File: src/rtl/descriptor_fetch_master.sv
// Avalon-MM read master that walks a linked list of 4-word descriptors and
// hands each hardware-owned descriptor to a downstream engine over valid/ready.
module descriptor_fetch_master #(
    parameter int unsigned ADDR_W   = 12,
    parameter int unsigned MAX_DESC = 256
) (
    input  logic              clk,
    input  logic              reset,
    input  logic              start,
    input  logic [ADDR_W-1:0] start_addr,
    input  logic              stop,
    output logic              busy,
    output logic              done,
    output logic              error,
    output logic [ADDR_W-1:0] m_address,
    output logic              m_read,
    input  logic              m_waitrequest,
    input  logic [31:0]       m_readdata,
    input  logic              m_readdatavalid,
    output logic              desc_valid,
    input  logic              desc_ready,
    output logic [31:0]       desc_next,
    output logic [31:0]       desc_buf_addr,
    output logic [15:0]       desc_length,
    output logic [31:0]       desc_ctrl,
    output logic [15:0]       desc_count
);

    localparam logic [15:0] MaxDesc = 16'(MAX_DESC);

    typedef enum logic [2:0] {
        StIdle,
        StIssue,
        StWaitData,
        StCheck,
        StPresent,
        StDone,
        StError
    } state_e;

    state_e            state_q, state_d;
    logic [ADDR_W-1:0] base_q, base_d;
    logic [1:0]        req_idx_q, req_idx_d;
    logic [1:0]        beat_idx_q, beat_idx_d;
    logic [31:0]       w0_q, w0_d;
    logic [31:0]       w1_q, w1_d;
    logic [15:0]       w2_q, w2_d;
    logic [31:0]       w3_q, w3_d;
    logic              stop_q, stop_d;
    logic              bad_start_q, bad_start_d;
    logic [31:0]       next_q, next_d;
    logic [31:0]       buf_q, buf_d;
    logic [15:0]       len_q, len_d;
    logic [31:0]       ctrl_q, ctrl_d;
    logic [15:0]       count_q, count_d;

    logic        capture;
    logic        last_beat;
    logic        req_accept;
    logic [15:0] count_inc;

    assign busy       = (state_q == StIssue) || (state_q == StWaitData) ||
                        (state_q == StCheck) || (state_q == StPresent);
    assign done       = (state_q == StDone);
    assign error      = (state_q == StError) || bad_start_q;
    assign m_read     = (state_q == StIssue);
    assign m_address  = m_read ? base_q + ADDR_W'({req_idx_q, 2'b00}) : '0;
    assign desc_valid = (state_q == StPresent);

    assign desc_next     = next_q;
    assign desc_buf_addr = buf_q;
    assign desc_length   = len_q;
    assign desc_ctrl     = ctrl_q;
    assign desc_count    = count_q;

    // Beats only count while a descriptor read is in flight; stray strobes are dropped.
    assign capture    = ((state_q == StIssue) || (state_q == StWaitData)) && m_readdatavalid;
    assign last_beat  = capture && (beat_idx_q == 2'd3);
    assign req_accept = (state_q == StIssue) && !m_waitrequest;
    assign count_inc  = count_q + 16'd1;

    always_comb begin
        state_d     = state_q;
        base_d      = base_q;
        req_idx_d   = req_idx_q;
        beat_idx_d  = beat_idx_q;
        w0_d        = w0_q;
        w1_d        = w1_q;
        w2_d        = w2_q;
        w3_d        = w3_q;
        stop_d      = stop_q;
        bad_start_d = 1'b0;
        next_d      = next_q;
        buf_d       = buf_q;
        len_d       = len_q;
        ctrl_d      = ctrl_q;
        count_d     = count_q;

        if (capture) begin
            beat_idx_d = beat_idx_q + 2'd1;
            case (beat_idx_q)
                2'd0:    w0_d = m_readdata;
                2'd1:    w1_d = m_readdata;
                2'd2:    w2_d = m_readdata[15:0];
                default: w3_d = m_readdata;
            endcase
        end

        if (busy && stop) begin
            stop_d = 1'b1;
        end

        case (state_q)
            StIdle: begin
                if (start) begin
                    if (start_addr[1:0] != 2'b00) begin
                        bad_start_d = 1'b1;
                    end else begin
                        base_d     = start_addr;
                        count_d    = '0;
                        stop_d     = 1'b0;
                        req_idx_d  = '0;
                        beat_idx_d = '0;
                        state_d    = StIssue;
                    end
                end
            end
            StIssue: begin
                if (req_accept) begin
                    req_idx_d = req_idx_q + 2'd1;
                    if (req_idx_q == 2'd3) begin
                        state_d = last_beat ? StCheck : StWaitData;
                    end
                end
            end
            StWaitData: begin
                if (last_beat) begin
                    state_d = StCheck;
                end
            end
            StCheck: begin
                // Software-owned descriptor terminates the chain without being presented.
                if (!w3_q[31]) begin
                    state_d = StDone;
                end else begin
                    next_d  = w0_q;
                    buf_d   = w1_q;
                    len_d   = w2_q;
                    ctrl_d  = w3_q;
                    state_d = StPresent;
                end
            end
            StPresent: begin
                if (desc_ready) begin
                    count_d = count_inc;
                    if (stop_q || stop) begin
                        state_d = StDone;
                    end else if (next_q == 32'd0) begin
                        state_d = StDone;
                    end else if (next_q[1:0] != 2'b00) begin
                        state_d = StError;
                    end else if (count_inc == MaxDesc) begin
                        state_d = StError;
                    end else begin
                        base_d     = next_q[ADDR_W-1:0];
                        req_idx_d  = '0;
                        beat_idx_d = '0;
                        state_d    = StIssue;
                    end
                end
            end
            StDone:  state_d = StIdle;
            StError: state_d = StIdle;
            default: state_d = StIdle;
        endcase
    end

    always_ff @(posedge clk or posedge reset) begin
        if (reset) begin
            state_q     <= StIdle;
            base_q      <= '0;
            req_idx_q   <= '0;
            beat_idx_q  <= '0;
            w0_q        <= '0;
            w1_q        <= '0;
            w2_q        <= '0;
            w3_q        <= '0;
            stop_q      <= 1'b0;
            bad_start_q <= 1'b0;
            next_q      <= '0;
            buf_q       <= '0;
            len_q       <= '0;
            ctrl_q      <= '0;
            count_q     <= '0;
        end else begin
            state_q     <= state_d;
            base_q      <= base_d;
            req_idx_q   <= req_idx_d;
            beat_idx_q  <= beat_idx_d;
            w0_q        <= w0_d;
            w1_q        <= w1_d;
            w2_q        <= w2_d;
            w3_q        <= w3_d;
            stop_q      <= stop_d;
            bad_start_q <= bad_start_d;
            next_q      <= next_d;
            buf_q       <= buf_d;
            len_q       <= len_d;
            ctrl_q      <= ctrl_d;
            count_q     <= count_d;
        end
    end

endmodule

File: config.mk
export PLATFORM = sky130hd
export DESIGN_NAME = descriptor_fetch_master
export DESIGN_NICKNAME = d
export VERILOG_FILES = /design/src/rtl/descriptor_fetch_master.sv
export SDC_FILE = /design/constraint.sdc
export NUM_CORES = 1
export LEC_CHECK = 0
export ABC_AREA = 1
export CAP_MARGIN = 40
export CELL_PAD_IN_SITES_DETAIL_PLACEMENT = 2
export CELL_PAD_IN_SITES_GLOBAL_PLACEMENT = 2
export CORE_MARGIN = 2
export CORE_UTILIZATION = 23
export CTS_CLUSTER_DIAMETER = 50
export DETAILED_ROUTE_END_ITERATION = 8
export HOLD_SLACK_MARGIN = 0.15
export MAX_ROUTING_LAYER = met4
export PLACE_DENSITY_LB_ADDON = 0.12
export SLEW_MARGIN = 20
export SYNTH_ARGS = -nofsm -noshare
export SYNTH_HDL_FRONTEND = slang
export SYNTH_SLANG_ARGS = --single-unit
File: constraint.sdc
create_clock -name clk -period 16.7 [get_ports clk]
set_input_delay 1.67 -clock clk [delete_from_list [all_inputs] [get_ports clk]]
set_output_delay 1.67 -clock clk [all_outputs]
set_load 0.1 [all_outputs]
==> results.json <==
{
  "status": "finished, final reports clean",
  "area_delta_synth_final_pct": 64.0,
  "dr.pass1.iters": 4,
  "hold_path_class": "reg2reg",
  "synth-main-ff-cell": "dfrtp_1",
  "core_area_um2": 46600,
  "antenna_found_initial": 1,
  "cp_max_fo": 3,
  "initial_utilization": 0.233,
  "nFillCells": 4826,
  "period_share": 0.280,
  "cp-endpoint": "m_address[10]",
  "first_iter_violations": 299,
  "fin_skew_ns": 0.0174,
  "gr-total-overflow": 0,
  "setup_tns_ns": 0,
  "syn-cell-area_um2": 10800,
  "die_w_um": 221,
  "critPathKind": "reg2out",
  "grt_start_max_net_pins": 82,
  "ios": 196,
  "reg2regPathDepth": 13,
  "drv_slew": 0,
  "rsz0062_at_grt": "no",
  "cts_resized": 0,
  "synth_edf_count": 0,
  "clkTransAtPathRegs_ns": 0.05,
  "setup_ws_ns": 12.02,
  "crit_path_end_kind": "output port",
  "ant_nets": 0,
  "critPathRequiredTime_ns": 15.03,
  "ys_types": 39,
  "synth_fp_nets": 1133,
  "ys_seq_elements": 261,
  "power_density_nw_per_um2": 190,
  "r2r_slack_ns": 13.82,
  "synth_area_leaders": "dfrtp_1 (60%), nand2_1 (7.2%), mux2_1 (5.2%), o21ai_0 (4.3%), inv_1 (3.9%)",
  "die_height_um": 221,
  "dp_hpwl_mm": 25.5,
  "setup.worst_path.start": "base_q[2]$_DFFE_PP0P_",
  "cp.arrival_ns": 3.01,
  "reg2reg_to": "base_q[3]$_DFFE_PP0P_",
  "worst_slew_pin_slew_ns": 0.811,
  "max-cap-violations": 0,
  "nets": 1486,
  "slew_headroom": 0.458,
  "ctsHoldBuffers": 0,
  "clock_sinks": 261,
  "rows": 79,
  "place_ws_ns": 12.48,
  "vias_per_cell": 4.29,
  "routedWlPerCell_um": 17.8,
  "grt_pass1_vias": 10144,
  "post_cts_buffers": 0,
  "numCtsBuffers": 43,
  "drc": 0,
  "ys_top_cells_by_count": "dfrtp_1 (261), nand2_1 (208), inv_1 (113), o21ai_0 (93), nor2_1 (78)",
  "crit_path_start_kind": "flip-flop",
  "setup_viol": 0,
  "clk_latency_ns": 0.56,
  "fin_crit_ns": 4.68,
  "cts-root-buf": "clkbuf_16",
  "drive_above_1_share": 0.212,
  "yosysMostFrequentCell": "dfrtp_1",
  "clock.fmax_mhz": 214,
  "yosysWarnings": 0,
  "synth_seq_area_share": 0.603,
  "port_buffers": 195,
  "place.gp.congestion": 0.797,
  "synthArstFlopShare": 1.00,
  "synth_area_per_cell_um2": 10.1,
  "cts_max_level": 2,
  "via_count": 8859,
  "die_area_um2": 48900,
  "cts_tree": "built",
  "grt_pass1_wl_mm": 59.7,
  "leakage_nw": 8.34,
  "synth_top_area_share": 0.603,
  "grt_util_all_layers": 0.160,
  "hold_viol_final": 0,
  "clock_path_buffers": 3,
  "yosys.area.top_type": "dfrtp_1",
  "syn_inst": 1073,
  "vdd.ir_drop.worst_mv": 0.135,
  "wl_mm": 36.7,
  "r2r-start": "state_q[2]$_DFFE_PP0P_"
}
==> registers in the layout, summed over array words and instances, names as in the netlist, 2 cells and up <==
name	count
base_q	12
beat_idx_q	2
desc_buf_addr	32
desc_count	16
desc_ctrl	32
desc_length	16
desc_next	32
req_idx_q	2
state_q	3
w0_q	32
w1_q	32
w2_q	16
w3_q	32
==> cell type report <==
| cell class | count | area [um^2] | share of cell area |
|---|---|---|---|
| Sequential cell | 261 | 6530 | 0.368 |
| Timing Repair Buffer | 354 | 4870 | 0.274 |
| Multi-Input combinational cell | 645 | 3650 | 0.206 |
| Clock buffer | 50 | 1150 | 0.0649 |
| Tap cell | 607 | 759 | 0.0428 |
| Inverter | 121 | 463 | 0.0261 |
| Clock inverter | 28 | 334 | 0.0188 |
| Antenna cell | 1 | 2.50 | 0.000141 |
==> worst min-delay path by stage <==
stage,start,endpoint,slack [ns],depth (start not counted)
floorplan,w1_q[0]$_DFFE_PP0P_,w1_q[0]$_DFFE_PP0P_,0.45,2
global placement,desc_ctrl[31]$_DFFE_PP0P_,desc_ctrl[31]$_DFFE_PP0P_,0.45,2
detailed placement,desc_ctrl[31]$_DFFE_PP0P_,desc_ctrl[31]$_DFFE_PP0P_,0.46,2
CTS,desc_ctrl[31]$_DFFE_PP0P_,desc_ctrl[31]$_DFFE_PP0P_,0.47,2
global route,w3_q[7]$_DFFE_PP0P_,desc_ctrl[7]$_DFFE_PP0P_,0.50,1
finish,desc_ctrl[31]$_DFFE_PP0P_,desc_ctrl[31]$_DFFE_PP0P_,0.47,2
==> per-stage QoR <==
step	hold slack, ns	total power [mW]	std cells	utilization	area [um^2]
6_report	0.468	3.37	2067	0.382	17800
5_1_grt	0.501	3.56	2067	0.382	17800
4_1_cts	0.475	3.42	2063	0.380	17700
3_5_place_dp	0.462	2.47	1985	0.348	16200
3_3_place_gp	0.454	2.14	1837	0.288	13400
2_1_floorplan	0.446	1.83	1073	-	10800
==> power by group <==
group | internal, mW | switching, mW
sequential | 0.834 | 0.148
combinational | 0.541 | 0.930
clock | 0.579 | 0.337
total | 1.95 | 1.41
==> critical path, stage by stage (launching register included) <==
cell and delay (ns):
dfrtp_1 0.40, ha_1 0.24, fa_1 0.40, nand2_1 0.10, nor2_1 0.06, inv_1 0.05, nor2_1 0.05, nand3_1 0.07
inv_1 0.05, nand2_1 0.08, o21ai_0 0.09, a21oi_1 0.14, clkdlybuf4s50_1 0.53, buf_8 0.20
==> cell usage in the layout (no fill, tap or decap), types with 22 or more instances in the layout <==
master / n
dfrtp_1: 261
nand2_1: 204
clkdlybuf4s50_1: 195
inv_1: 112
buf_8: 104
o21ai_0: 93
nor2_1: 78
mux2_1: 50
buf_16: 47
o21ai_1: 43
clkbuf_16: 43
a21oi_1: 36
mux2_2: 34
nand3_1: 22
==> per-layer routing <==
metal | part of all wire | vias up | GRT usage
met1 | 0.46 | 4454 | 0.203
met3 | 0.031 | 51 | 0.0240
met5 | 0 | - | -
li1 | - | 4200 | -
met2 | 0.49 | 154 | 0.262
met4 | 0.019 | 0 | 0.0478
==> logic make-up after synthesis <==
group	count (synthesis)	share of synthesized area
adder cells (fa/ha/maj)	9	0.0111
AND/OR/NAND/NOR	348	0.134
multiplexers	87	0.0901
buffers and inverters	167	0.0612
XOR/XNOR	4	0.00323
flip-flops	261	0.603
AO/OA/AOI/OAI	197	0.0979
No activity file was read; power rests on OpenSTA's default activity.
